[src/rtl/fifo_read_ctrl_pkg.sv]
// fifo_read_ctrl_pkg: FSM state encoding and default widths shared by the read-side controller.
package fifo_read_ctrl_pkg;
    localparam int TAMANO_DATOS_DEF = 12;
    localparam int CNT_W_DEF = 16;
    typedef enum logic [1:0] {
        ST_IDLE   = 2'd0,
        ST_STREAM = 2'd1,
        ST_FLUSH  = 2'd2
    } state_t;
endpackage

[src/rtl/fifo_read_ctrl_if.sv]
// fifo_read_ctrl_if: source-FIFO pins plus downstream valid/ready port of the read controller.
interface fifo_read_ctrl_if import fifo_read_ctrl_pkg::*; #(
    parameter int W = TAMANO_DATOS_DEF
) ();
    logic         fifo_empty;
    logic [W-1:0] fifo_data;
    logic         fifo_rd_en;
    logic [W-1:0] data_out;
    logic         valid_out;
    logic         ready_in;
    modport master (input fifo_empty, fifo_data, ready_in, output fifo_rd_en, data_out, valid_out);
    modport slave  (output fifo_empty, fifo_data, ready_in, input fifo_rd_en, data_out, valid_out);
endinterface

[src/rtl/fifo_read_ctrl_skid_buffer2.sv]
// skid_buffer2: 2-entry FIFO-ordered holding buffer; dout is the head entry.
module skid_buffer2 #(
    parameter int W = 12
) (
    input  logic         clk,
    input  logic         reset,
    input  logic         push,
    input  logic         pop,
    input  logic [W-1:0] din,
    output logic [W-1:0] dout,
    output logic [1:0]   occ
);
    logic [W-1:0] tail;
    logic [1:0]   base;
    // occupancy after this cycle's pop decides which slot a returning word lands in
    assign base = occ - 2'(pop);
    always_ff @(posedge clk or posedge reset) begin
        if (reset) begin
            dout <= '0;
            tail <= '0;
            occ  <= '0;
        end else begin
            if (pop) dout <= tail;
            if (push && base == 2'd0) dout <= din;
            if (push && base != 2'd0) tail <= din;
            occ <= base + 2'(push);
        end
    end
endmodule

[src/rtl/fifo_read_ctrl.sv]
// fifo_read_ctrl: pops a registered-read FIFO and presents words downstream on valid/ready,
// hiding the one-cycle read latency behind a 2-entry skid buffer.
module fifo_read_ctrl import fifo_read_ctrl_pkg::*; #(
    parameter int TAMANO_DATOS = TAMANO_DATOS_DEF,
    parameter int CNT_W = CNT_W_DEF
) (
    input  logic                 clk,
    input  logic                 reset,
    input  logic                 enable,
    input  logic                 pause,
    fifo_read_ctrl_if.master     bus,
    output logic                 busy,
    output logic [CNT_W-1:0]     words_sent
);
    state_t                  state;
    logic                    inflight;
    logic                    pop;
    logic [1:0]              occ;
    logic [TAMANO_DATOS-1:0] head;
    assign pop           = bus.valid_out & bus.ready_in;
    assign bus.valid_out = occ != 2'd0;
    assign bus.data_out  = head;
    // a head popped this cycle frees its slot for the word returning next cycle
    assign bus.fifo_rd_en = state == ST_STREAM && !bus.fifo_empty && !pause
                            && (occ + 2'(inflight) - 2'(pop)) < 2'd2;
    assign busy = state != ST_IDLE || occ != 2'd0 || inflight;
    skid_buffer2 #(.W(TAMANO_DATOS)) u_skid (
        .clk   (clk),
        .reset (reset),
        .push  (inflight),
        .pop   (pop),
        .din   (bus.fifo_data),
        .dout  (head),
        .occ   (occ)
    );
    always_ff @(posedge clk or posedge reset) begin
        if (reset) begin
            state      <= ST_IDLE;
            inflight   <= 1'b0;
            words_sent <= '0;
        end else begin
            inflight   <= bus.fifo_rd_en;
            words_sent <= words_sent + CNT_W'(pop);
            case (state)
                ST_IDLE:   state <= enable ? ST_STREAM : ST_IDLE;
                ST_STREAM: state <= enable ? ST_STREAM : ST_FLUSH;
                ST_FLUSH:  state <= enable ? ST_STREAM : (occ == 2'd0 && !inflight) ? ST_IDLE : ST_FLUSH;
                default:   state <= ST_IDLE;
            endcase
        end
    end
endmodule

[src/flat_wrapper.sv]
// flat-port wrapper written by rule: the top's interface ports become plain ports
module fifo_read_ctrl_flat import fifo_read_ctrl_pkg::*;
#(
    parameter int TAMANO_DATOS = TAMANO_DATOS_DEF,
    parameter int CNT_W = CNT_W_DEF
)
  (clk, reset, enable, pause, busy, words_sent, bus_fifo_empty, bus_fifo_data, bus_ready_in, bus_fifo_rd_en, bus_data_out, bus_valid_out);
  fifo_read_ctrl_if #(.W(12)) bus_i ();
  input  logic clk;
  input  logic reset;
  input  logic enable;
  input  logic pause;
  output logic busy;
  output logic [CNT_W-1:0] words_sent;
  input wire logic [$bits(bus_i.fifo_empty)-1:0] bus_fifo_empty;
  input wire logic [$bits(bus_i.fifo_data)-1:0] bus_fifo_data;
  input wire logic [$bits(bus_i.ready_in)-1:0] bus_ready_in;
  output wire logic [$bits(bus_i.fifo_rd_en)-1:0] bus_fifo_rd_en;
  output wire logic [$bits(bus_i.data_out)-1:0] bus_data_out;
  output wire logic [$bits(bus_i.valid_out)-1:0] bus_valid_out;
  assign bus_i.fifo_empty = bus_fifo_empty;
  assign bus_i.fifo_data = bus_fifo_data;
  assign bus_i.ready_in = bus_ready_in;
  assign bus_fifo_rd_en = bus_i.fifo_rd_en;
  assign bus_data_out = bus_i.data_out;
  assign bus_valid_out = bus_i.valid_out;
  fifo_read_ctrl #(.TAMANO_DATOS(TAMANO_DATOS), .CNT_W(CNT_W)) u_core (.clk(clk), .reset(reset), .enable(enable), .pause(pause), .bus(bus_i), .busy(busy), .words_sent(words_sent));
endmodule
[config.mk]
export PLATFORM = sky130hd
export DESIGN_NAME = fifo_read_ctrl_flat
export DESIGN_NICKNAME = d
export VERILOG_FILES = /design/src/rtl/fifo_read_ctrl_pkg.sv /design/src/rtl/fifo_read_ctrl_if.sv /design/src/rtl/fifo_read_ctrl_skid_buffer2.sv /design/src/rtl/fifo_read_ctrl.sv /design/src/flat_wrapper.sv
export SDC_FILE = /design/constraint.sdc
export NUM_CORES = 1
export LEC_CHECK = 0
export BUFFER_PORTS_ARGS = -buffer_cell sky130_fd_sc_hd__clkbuf_2
export CORE_MARGIN = 2
export CORE_UTILIZATION = 40
export CTS_CLUSTER_DIAMETER = 120
export DETAILED_ROUTE_END_ITERATION = 12
export GPL_TIMING_DRIVEN = 1
export PLACE_DENSITY = 0.61
export SYNTH_ARGS = -nofsm -noshare
export SYNTH_HDL_FRONTEND = slang
export SYNTH_HIERARCHICAL = 1
export SYNTH_SLANG_ARGS = --single-unit
[constraint.sdc]
create_clock -name clk -period 1.9 [get_ports clk]
set_input_delay 0.095 -clock clk [delete_from_list [all_inputs] [get_ports clk]]
set_output_delay 0.095 -clock clk [all_outputs]
set_load 0.005 [all_outputs]
After elaboration in Yosys (flattened, before gate mapping)
Index checks and enable logic that the tools add are counted.

Register bits after elaboration: 45. Input port bits: 18. Logic and storage cells: 40.

Add/sub/neg operators: 5. Magnitude comparators: 1. Equal/unequal tests: 2. Muxes and demuxes: 7. Bitwise operators: 1. Reductions and logical operators: 18.

Operator list (count): 2-to-1 mux 12 bit (2); adder 16 x 1 -> 16 bit (1); nonzero test 2 bit (4); logical AND 1 bit (6); logical NOT 2 bit (3); 2-to-1 mux 2 bit (3); case mux 2 bit (3 select lines) (1); adder 2 x 1 -> 2 bit (2); subtractor 2 x 1 -> 2 bit (2); logical NOT 1 bit (3); == test 2 x 1 -> 1 bit, second input constant (1); == test 2 bit, second input constant (1); logical OR 1 bit (2); < comparator 2 bit, second input constant (1); AND 1 bit (1); 2-to-1 mux 1 bit (1).

Logic depth before layout (Yosys ltp)
Gate-level depths: netlist of run 1.

Depth after elaboration: 6. Gate-level depth with buffers: 7.

Modules after synthesis
Netlist of run 1, hierarchy kept.

By module, submodules not included: skid_buffer2 (times used 1, cells an instance 87, area each 1112.3 µm²); fifo_read_ctrl (times used 1, cells an instance 80, area each 888.4 µm²).

Worst setup path before layout of run 1
Ideal clock, no wire load.

Path type: flip-flop to flip-flop. Start: reg u_core.u_skid.occ[1]. End: reg u_core.u_skid.tail[0]. Data arrival time: 1.944 ns. Data required time: 1.775 ns. Path slack: -0.169 ns. Cell stages (with the launch flop): 8. Path buffers: 1. Cell sequence: dfrtp_1 -> or2_1 -> and2_1 -> ha_1 -> inv_1 -> o21ai_2 -> buf_6 -> mux2_2.

Cells in the longest elaborated chain, start to end: 5.

Ends and longest elaborated chain: start, declared (RTL line fifo_read_ctrl_skid_buffer2.sv:11) `output logic [1:0] occ`; start signal, assigned (RTL line fifo_read_ctrl_skid_buffer2.sv:26) `occ <= base + 2'(push);`; nonzero test 2 bit (RTL line fifo_read_ctrl.sv:21) `assign bus.valid_out = occ != 2'd0;`; named net bus_valid_out (RTL line flat_wrapper.sv:20) `output wire logic [$bits(bus_i.valid_out)-1:0] bus_valid_out;`; AND 1 bit (RTL line fifo_read_ctrl.sv:20) `assign pop = bus.valid_out & bus.ready_in;`; named net u_core.pop (RTL line fifo_read_ctrl.sv:17) `logic pop;`; subtractor 2 x 1 -> 2 bit (RTL line fifo_read_ctrl_skid_buffer2.sv:16) `assign base = occ - 2'(pop);`; nonzero test 2 bit (RTL line fifo_read_ctrl_skid_buffer2.sv:25) `if (push && base != 2'd0) tail <= din;`; logical AND 1 bit (RTL line fifo_read_ctrl_skid_buffer2.sv:25); end signal, assigned (RTL line fifo_read_ctrl_skid_buffer2.sv:25); end, declared (RTL line fifo_read_ctrl_skid_buffer2.sv:13) `logic [W-1:0] tail;`.

The timed path passes the listed nets, and every way through them passes these cells. A chain may end at the register's enable or synchronous reset.

Worst setup path after layout of run 1
Start: reg u_core.u_skid.occ[0]. End: reg u_core.u_skid.tail[10].

Cells in the longest elaborated chain, start to end: 5.

Ends and longest elaborated chain (RTL line): nonzero test 2 bit (fifo_read_ctrl.sv:21); AND 1 bit (fifo_read_ctrl.sv:20); named net u_core.pop (fifo_read_ctrl.sv:17); subtractor 2 x 1 -> 2 bit (fifo_read_ctrl_skid_buffer2.sv:16); nonzero test 2 bit (fifo_read_ctrl_skid_buffer2.sv:25); logical AND 1 bit (fifo_read_ctrl_skid_buffer2.sv:25).

The timed path passes the listed nets, and every way through them passes these cells.

==> out/qor.yml, run 1 <==
sta:
  layout_min_cycle_time_ps: 1830
  max_slew_margin_pct: 51.6
  min_period_over_period_pct: 96.4
  max_freq_mhz: 546
  setup_ws_ps: 67.5
  worst_pin_slew_ps: 725
  skew_ps: 8.21
  finalMaxSlewViolations: 0
  rsz0062_at_grt: "true"
  finalHoldViolations: 0
  finalSetupViolCount: 0
min_path:
  hold_end: "u_core/u_skid/tail[4]$_DFFE_PP0P_"
  hold_class: "in2reg"
  hold_path_depth: 2
  min-delay-start: "bus_fifo_data[4]"
global_routing:
  grt_usage_pct: 15.3
  antenna_found_initial: 0
  grt_max_degree: 27
  grt_pass1_vias: 1386
  overflow: 0
  grt_pass1_wl_um: 6490
critical_path:
  cp.required_ps: 2070
  regToRegEndpoint: "u_core/u_skid/tail[10]$_DFFE_PP0P_"
  path_class: "reg2reg"
  max_stage_delay_ps: 380
  reg2reg_from: "u_core/u_skid/occ[0]$_DFF_PP0_"
  cp.arrival_ps: 2010
  cp_num_buf_inv: 2
  cp-start-kind: "register"
  crit_chain: "or2_4, and2_4, ha_4, inv_2, o21ai_2, buf_12, mux2_4"
  crit_path_end_kind: "register"
  crit_fanout: 12
  cp_top_family: "simple AND/OR/NAND/NOR gates"
  rrSetupSlack_ps: 70
  slowest_stage: "dfrtp_1"
  r2r_cells: 7
  path_depth: 7
cells_and_area:
  final_core_util_pct: 54.0
  post-route-cell-area_um2: 2580
  fin_cells: 297
  diodes: 0
  finalNetCount: 251
  final_cell_mix: "clkbuf_2 (48), dfrtp_1 (44), nor2_1 (19)"
  layout_commonest_cell: "clkbuf_2"
  drive_gt1_share_pct: 37.8
  area_growth_syn_to_layout_pct: 29.2
cts:
  clock_latency_ps: 290
  path_clk_slew_ps: 90
  cts_root_buf: "clkbuf_8"
  cts_tree: "done"
  cts_num_sinks: 45
  clk_path_buf_depth: 2
  cts_buffers: 5
  h-tree-depth: 2
routing:
  ant_nets: 0
  wl_um: 3810
  drc: 0
  vias_per_cell: 4.83
  drt_iter0_drc: 72
  dr.pass1.iters: 4
  drt-wirelength-per-cell_um: 12.8
  vias: 1434
place:
  dp_hpwl_um: 2640
  dpl.cell_count: 285
  place_area_um2: 2410
  dp_slack_ps: 41.6
  io_buffers: 48
  place.gp.congestion: 0.845
synth:
  yosysTopAreaCell: "dfrtp_1"
  syn_area_um2: 2000
  synth_top_area_share_pct: 56.3
  syn-num-nets: 189
  avgSynthCellArea_um2: 12.0
  syn_inst: 167
  yosysUniqueCellTypes: 33
  ys_seq_elements: 45
  ys_top_cells_by_area: "dfrtp_1 (56%), mux2_2 (6.8%), mux2i_1 (6.0%)"
  seq_area_frac_synth_pct: 56.3
  synth_warnings: 6
power:
  finalPower_mw: 3.47
  power_density_nw_per_um2: 1340
  leakage_nw: 1.32
  ir_drop_uv: 719
floorplanning:
  rows: 25
  ios: 49
  chipHeight_um: 74.7
  start_util_pct: 41.8
  dieArea_um2: 5580
  die_x_um: 74.7
  coreArea_um2: 4790
outcome:
  outcome: "finished, final reports clean"
flow_run:
  cap_violations: 0
-- kinds of logic (layout without fill, tap and decap cells) --
| logic type | Yosys count | count (layout) | share of synthesized area, % |
|---|---|---|---|
| AND/OR/NAND/NOR | 49 | 49 | 13.3 |
| flip-flops | 45 | 45 | 56.3 |
| multiplexers | 24 | 24 | 12.8 |
| AO/OA/AOI/OAI | 19 | 19 | 5.44 |
| XOR/XNOR | 16 | 16 | 7.00 |
| buffers and inverters | 10 | 73 | 2.69 |
| adder cells (fa/ha/maj) | 4 | 4 | 2.50 |
-- synthesized netlist by cell type --
cell       n
a21boi_0   1
a21oi_1   15
and2_1     1
and3_1     1
and3_4     2
and4_1     1
buf_2      1
buf_4      2
buf_6      1
dfrtp_1   45
ha_1       4
inv_1      6
mux2_2    12
mux2i_1   12
nand2_1    6
nand2b_1   2
nand3_1    4
nand3_2    1
nand3b_1   1
nand4_1    4
nand4_2    1
nor2_1    19
nor2b_1    1
nor3_1     1
nor3_2     1
nor4_1     1
o211ai_2   1
o21ai_0    1
o21ai_2    1
or2_1      1
or4_1      1
xnor2_1   10
xor2_1     6
-- state kept, by name, summed over array words and instances (netlist names) --
name / flops
u_core/words_sent: 16
u_core/u_skid/dout: 12
u_core/u_skid/tail: 12
u_core/state: 2
u_core/u_skid/occ: 2
u_core/inflight: 1
-- worst max-delay path by stage --
stage                                         endpoint  slack, ps                      startpoint
finish              u_core/u_skid/tail[10]$_DFFE_PP0P_         70  u_core/u_skid/occ[0]$_DFF_PP0_
global route           u_core/words_sent[13]$_DFF_PP0_         -7  u_core/u_skid/occ[0]$_DFF_PP0_
CTS                 u_core/u_skid/tail[10]$_DFFE_PP0P_         30  u_core/u_skid/occ[0]$_DFF_PP0_
detailed placement   u_core/u_skid/tail[9]$_DFFE_PP0P_         40  u_core/u_skid/occ[0]$_DFF_PP0_
global placement     u_core/u_skid/tail[9]$_DFFE_PP0P_         60  u_core/u_skid/occ[1]$_DFF_PP0_
floorplan            u_core/u_skid/tail[0]$_DFFE_PP0P_        -30  u_core/u_skid/occ[1]$_DFF_PP0_
-- power breakdown --
group	internal, mW	switching [mW]	total, mW
registers	1.31	0.253	1.56
logic	0.686	0.480	1.17
clock network	0.429	0.308	0.737
total	2.43	1.04	3.47
-- routing by layer --
| layer | vias up | wire [µm] | GRT usage [%] |
|---|---|---|---|
| met5 | - | 0 | 0 |
| met4 | 0 | 68 | 5.75 |
| met3 | 6 | 176 | 3.75 |
| met2 | 46 | 1760 | 24.4 |
| met1 | 687 | 1800 | 20.2 |
| li1 | 695 | - | - |
-- what timing repair did --
action,in CTS,in global routing
hold buffers,4,0
gates resized for setup,0,3
endpoints found under the setup margin,0,5
hold endpoints to repair,47,0
setup buffers,0,0
-- stage by stage --
stage               setup TNS, ps  hold WS, ps
global route                -13.5         39.4
detailed placement              0          162
CTS                             0         42.3
global placement                0          164
floorplan                    -293         46.1
finish                          0         47.9
-- layout make-up --
class                      count  area, µm²
clock buffer                   7       86.3
clock inverter                 1       30.0
fill                         441       2200
inverter                       6       22.5
multi-input combinational    112        890
sequential                    45       1130
tap                           67       83.8
timing repair buffer          59        345
Power figures use the tool's default switching activity.
==> run 2, diff against run 1 <==
--- a/config.mk
+++ b/config.mk
@@ -12,5 +12,5 @@
 export DETAILED_ROUTE_END_ITERATION = 12
 export GPL_TIMING_DRIVEN = 1
-export PLACE_DENSITY = 0.61
+export PLACE_DENSITY = 0.59
 export SYNTH_ARGS = -nofsm -noshare
 export SYNTH_HDL_FRONTEND = slang
==> constraint.sdc (replaced) <==
create_clock -name clk -period 2.1 [get_ports clk]
set_input_delay 0.21 -clock clk [delete_from_list [all_inputs] [get_ports clk]]
set_output_delay 0.21 -clock clk [all_outputs]
set_load 0.005 [all_outputs]
==> run 2 against run 1 <==
Effect of this change: via count shrank 4.7%; total power shrank 17%; sequential power shrank 10%; final cell count shrank 1.3%; global-route usage is essentially flat; utilization shrank 3.0 points; clock power shrank 26%; highest routed layer unchanged; maximum frequency shrank 4.8%; critical path type unchanged.
==> out/qor.yml, run 2 (synthesis gave the netlist of run 1 again) <==
cts:
  cts_num_sinks: 45  # unchanged
  post_cts_resized: 0  # unchanged
  cts_setup_buffers: 0  # unchanged
  cts_tree: "done"
  h-tree-depth: 2  # unchanged
  postCtsHoldBufs: 0  # -4
  clk_path_buf_depth: 2  # unchanged
  cts_root_buf: "clkbuf_8"
  clock_latency_ps: 290  # about the same
  path_clk_slew_ps: 80  # about the same
  cts_buffers: 5  # unchanged
global_routing:
  grt_pass1_vias: 1361  # -1.8%
  grt_max_degree: 21  # -22%
  grt_usage_pct: 15.2  # -0.044 points
  grt_pass1_wl_um: 6400  # -1.4%
  overflow: 0  # unchanged
  antenna_found_initial: 0  # unchanged
cells_and_area:
  layout_commonest_cell: "clkbuf_2"
  diodes: 0  # unchanged
  final_cell_mix: "clkbuf_2 (48), dfrtp_1 (45), nor2_1 (19)"
  max_flop_register: "u_core/words_sent"
  post-route-cell-area_um2: 2440  # -5.5%
  finalNetCount: 248  # -1.2%
  reg.largest.list: "u_core/words_sent (16), u_core/u_skid/dout (12), u_core/u_skid/tail (12)"
  drive_gt1_share_pct: 36.3  # -1.5 points
  fin_cells: 293  # -1.3%
  area_growth_syn_to_layout_pct: 22.1
  largest_reg_flops: 16  # unchanged
place:
  io_buffers: 48  # unchanged
  place_area_um2: 2350  # -2.5%
  place.gp.congestion: 0.694  # -18%
  dpl.cell_count: 286  # +0.35%
  dp_hpwl_um: 2740  # +3.6%
floorplanning:
  dieArea_um2: 5580  # unchanged
  rows: 25  # unchanged
  chipHeight_um: 74.7  # unchanged
  coreArea_um2: 4790  # unchanged
  start_util_pct: 41.8  # unchanged
  die_x_um: 74.7  # unchanged
  ios: 49  # unchanged
outcome:
  outcome: "finished, final reports clean"
critical_path:
  rrSetupSlack_ps: 180  # +110 ps
  crit_path_end_kind: "register"
  regToRegEndpoint: "u_core/u_skid/tail[7]$_DFFE_PP0P_"
  crit_fanout: 6  # -6
  startpoint: "u_core/u_skid/occ[1]$_DFF_PP0_"
  worstSetupEndpoint: "u_core/u_skid/tail[7]$_DFFE_PP0P_"
  path_class: "reg2reg"
  cp.arrival_ps: 2100  # +90 ps
  r2r_cells: 7  # unchanged
  reg2reg_from: "u_core/u_skid/occ[1]$_DFF_PP0_"
  cp.required_ps: 2280  # +210 ps
  cp-start-kind: "register"
routing:
  met1_length_um: 1860  # +3.3%
  vias_per_cell: 4.66  # -3.4%
  ant_nets: 0  # unchanged
  wl_um: 3690  # -3.0%
  route.met3.wl_um: 168  # -4.5%
  drt-wirelength-per-cell_um: 12.6  # -1.7%
  dr.pass1.iters: 6  # +2
  drc: 0  # unchanged
  drt_iter0_drc: 45  # -38%
  wl_met2_um: 1630  # -7.5%
  vias: 1366  # -4.7%
  routed.top_layer: "met4"
sta:
  rsz0062_at_grt: "false"
  max_slew_margin_pct: 48.4  # -3.2 points
  finalHoldViolations: 0  # unchanged
  min_period_over_period_pct: 91.6  # -4.8 points
  worst_pin_slew_ps: 774  # +48.4 ps
  max_freq_mhz: 520  # -4.8%
  tns_ps: 0  # unchanged
  finalSetupViolCount: 0  # unchanged
  finalMaxSlewViolations: 0  # unchanged
  skew_ps: 4.07  # -4.14 ps
  layout_min_cycle_time_ps: 1920  # +91.7 ps
power:
  power_density_nw_per_um2: 1170  # -13%
  ir_drop_uv: 538  # -25%
  leakage_nw: 1.22  # -7.5%
  finalPower_mw: 2.86  # -17%
min_path:
  hold_class: "in2async"
flow_run:
  cap_violations: 0  # unchanged
-- run 2: layout make-up --
type                            instances  area (µm²)
Multi-Input combinational cell        112         821
Inverter                                6        22.5
Clock inverter                          1        7.51
Tap cell                               67        83.8
Fill cell                             458        2340
Timing Repair Buffer                   56         300
Clock buffer                            6        82.6
Sequential cell                        45        1130
-- run 2: worst min path at each step --
| stage | start | endpoint | depth (start not counted) |
|---|---|---|---|
| finish | reset | u_core/words_sent[6]$_DFF_PP0_ | 2 |
| global route | reset | u_core/words_sent[7]$_DFF_PP0_ | 2 |
| CTS | reset | u_core/words_sent[7]$_DFF_PP0_ | 2 |
| detailed placement | reset | u_core/words_sent[7]$_DFF_PP0_ | 2 |
| global placement | reset | u_core/words_sent[7]$_DFF_PP0_ | 2 |
| floorplan | reset | u_core/inflight$_DFF_PP0_ | 1 |
-- run 2: layer usage --
metal | global-route usage (%) | up-vias
met5 | 0 | -
met4 | 4.76 | 0
met3 | 4.02 | 5
met2 | 22.4 | 33
met1 | 22.1 | 638
li1 | - | 690
-- run 2: critical path: stages (launching register included) --
cell     delay (ps)
dfrtp_1         380
or2_1           260
and2_1          190
ha_1            290
inv_1            60
o21ai_2         120
buf_4           170
mux2_2          340
-- run 2: through the flow --
stage / worst slack [ps] / hold slack [ps] / util [%]
6_report: 176 / 17.9 / 51.1
2_1_floorplan: 31.2 / 161 / -
5_1_grt: 96.5 / 79.0 / 51.1
3_5_place_dp: 180 / 373 / 49.2
3_3_place_gp: 214 / 365 / 49.2
4_1_cts: 159 / 48.9 / 51.1
-- run 2: power by group --
group	leakage [nW]	total, mW	internal (mW)	switching (mW)
sequential	0.566	1.40	1.18	0.217
clock	0.0433	0.545	0.260	0.285
combinational	0.608	0.918	0.503	0.415
total	1.22	2.86	1.95	0.916
==> run 3, diff against run 2 <==
--- a/config.mk
+++ b/config.mk
@@ -12,4 +12,5 @@
 export DETAILED_ROUTE_END_ITERATION = 12
 export GPL_TIMING_DRIVEN = 1
+export HOLD_SLACK_MARGIN = 0.15
 export PLACE_DENSITY = 0.59
 export SYNTH_ARGS = -nofsm -noshare
==> constraint.sdc (replaced) <==
create_clock -name clk -period 2.1 [get_ports clk]
set_input_delay 0.105 -clock clk [delete_from_list [all_inputs] [get_ports clk]]
set_output_delay 0.105 -clock clk [all_outputs]
set_load 0.005 [all_outputs]
==> run 3 against run 2 <==
Effect of this change: sequential cell count is the same; total power increased by 1.9%; utilization rose by 3.6 points; critical endpoint is now u_core/u_skid/tail[4]$_DFFE_PP0P_; maximum frequency is essentially flat; sequential share of layout area is 3.0 points lower; highest routed layer unchanged; critical path depth did not move; cell area rose by 7.0%.
==> out/qor.yml, run 3 (synthesis gave the netlist of run 1 again) <==
global_routing:
  grt_pass1_vias: 1377  # +1.2%
  grt_pass1_wl_um: 6540  # +2.2%
  grt_usage_pct: 15.4  # +0.16 points
  antenna_found_initial: 0  # unchanged
  overflow: 0  # unchanged
  grt_max_degree: 20  # -4.8%
cts:
  post_cts_resized: 0  # unchanged
  cts_setup_buffers: 0  # unchanged
  clock_latency_ps: 290  # about the same
  path_clk_slew_ps: 80  # about the same
  cts_tree: "done"
  cts_root_buf: "clkbuf_8"
  h-tree-depth: 2  # unchanged
  cts_num_sinks: 45  # unchanged
  cts_buffers: 5  # unchanged
  postCtsHoldBufs: 16  # +16
  clk_path_buf_depth: 2  # unchanged
sta:
  finalMaxSlewViolations: 0  # unchanged
  rsz0062_at_grt: "false"
  max_freq_mhz: 520  # about the same
  finalSetupViolCount: 0  # unchanged
  finalHoldViolations: 0  # unchanged
  tns_ps: 0  # unchanged
  worst_pin_slew_ps: 707  # -67.1 ps
  min_period_over_period_pct: 91.6  # about the same
  skew_ps: 3.26  # -0.806 ps
  setup_ws_ps: 176  # +0.144 ps
  max_slew_margin_pct: 52.8  # +4.5 points
  layout_min_cycle_time_ps: 1920  # -0.144 ps
critical_path:
  reg2reg_from: "u_core/u_skid/occ[1]$_DFF_PP0_"
  cp.arrival_ps: 2100  # about the same
  cp.required_ps: 2280  # about the same
  crit_chain: "or2_1, and2_1, ha_1, inv_1, o21ai_2, buf_4, mux2_2"
  startpoint: "u_core/u_skid/occ[1]$_DFF_PP0_"
  worstSetupEndpoint: "u_core/u_skid/tail[4]$_DFFE_PP0P_"
  slowest_stage: "dfrtp_1"
  regToRegEndpoint: "u_core/u_skid/tail[4]$_DFFE_PP0P_"
  cp-start-kind: "register"
  max_stage_delay_ps: 370  # about the same
  r2r_cells: 7  # unchanged
  crit_path_end_kind: "register"
  path_class: "reg2reg"
  rrSetupSlack_ps: 180  # about the same
  crit_fanout: 6  # unchanged
cells_and_area:
  multi_input_area_um2: 821  # unchanged
  final_core_util_pct: 54.6  # +3.6 points
  drive_gt1_share_pct: 34.2  # -2.1 points
  diodes: 0  # unchanged
  fill_cells: 438  # -4.4%
  layout_commonest_cell: "clkbuf_2"
  largest_reg_flops: 16  # unchanged
  finalNetCount: 264  # +6.5%
  final_cell_mix: "clkbuf_2 (48), dfrtp_1 (45), nor2_1 (19)"
  area_growth_syn_to_layout_pct: 30.7
  seq_area_um2: 1130  # unchanged
  max_flop_register: "u_core/words_sent"
  reg.largest.list: "u_core/words_sent (16), u_core/u_skid/dout (12), u_core/u_skid/tail (12)"
power:
  ir_drop_uv: 582  # +8.3%
  leakage_nw: 1.30  # +6.6%
  power_density_nw_per_um2: 1120  # -4.8%
place:
  dp_hpwl_um: 2810  # +2.5%
  io_buffers: 48  # unchanged
  dp_slack_ps: 175  # -4.68 ps
  place.gp.congestion: 0.697  # +0.50%
floorplanning:
  die_x_um: 74.7  # unchanged
  ios: 49  # unchanged
  start_util_pct: 41.8  # unchanged
  coreArea_um2: 4790  # unchanged
  chipHeight_um: 74.7  # unchanged
  dieArea_um2: 5580  # unchanged
  rows: 25  # unchanged
routing:
  wl_um: 3770  # +2.2%
  vias: 1422  # +4.1%
  drc: 0  # unchanged
  ant_nets: 0  # unchanged
  vias_per_cell: 4.59  # -1.6%
  drt_iter0_drc: 48  # +6.7%
  dr.pass1.iters: 4  # -2
  drt-wirelength-per-cell_um: 12.2  # -3.4%
outcome:
  outcome: "finished, final reports clean"
min_path:
  hold_class: "in2reg"
flow_run:
  cap_violations: 0  # unchanged
[run 3: cell types whose count changed in the layout (fill, tap and decap cells not counted), sizes merged]
cell,change
clkbuf,+1
clkinv,+1
clkinvlp,-1
dlygate4sd3,+16
[run 3: layout make-up]
cell class,instances,area share [%]
clock buffers,7,3.68
clock inverters,1,0.191
inverters,6,0.861
multi-input cells,112,31.4
flip-flops and latches,45,43.1
well taps,67,3.21
repair buffers,72,17.6
[run 3: power by group]
group	internal [mW]	switching (mW)	leakage, nW	total (mW)
registers	1.18	0.218	0.566	1.40
clock network	0.297	0.271	0.0542	0.568
logic	0.524	0.423	0.677	0.947
[run 3: routing by layer]
layer  share of wire [%]  vias to the layer above  GRT usage (%)  wire length [µm]
met1                  51                      659           22.8              1930
li1                    -                      722              -                 -
met5                   0                        -              0                 0
met3                 4.9                        5           4.69               184
met4                 1.5                        0           4.76                58
met2                  42                       36           21.6              1600
[run 3: how the worst min path moves through the flow]
stage,from,endpoint,cells after the start
2_1_floorplan,reset,u_core/inflight$_DFF_PP0_,1
5_1_grt,bus_ready_in,u_core/words_sent[3]$_DFF_PP0_,4
3_5_place_dp,reset,u_core/u_skid/dout[7]$_DFFE_PP0P_,2
4_1_cts,bus_ready_in,u_core/words_sent[3]$_DFF_PP0_,4
6_report,bus_ready_in,u_core/words_sent[3]$_DFF_PP0_,4
3_3_place_gp,reset,u_core/u_skid/occ[1]$_DFF_PP0_,2
[run 3: stage by stage]
stage	total power [mW]	hold WS (ps)	std cells	instance area, µm²
finish	2.92	265	310	2620
detailed placement	2.36	176	286	2350
CTS	2.97	256	310	2620
global route	3.16	294	310	2620
floorplan	1.97	56.1	167	2000
global placement	2.34	186	286	2350
[run 3: worst max-delay path, delay by kind of cell, from the launching register on]
kind	cells	cell delay, ps
adders and majority gates	1	290
AOI/OAI and AO/OA	1	130
buffers and inverters	2	230
muxes	1	330
and+or+nand+nor	2	450
DFF	1	370
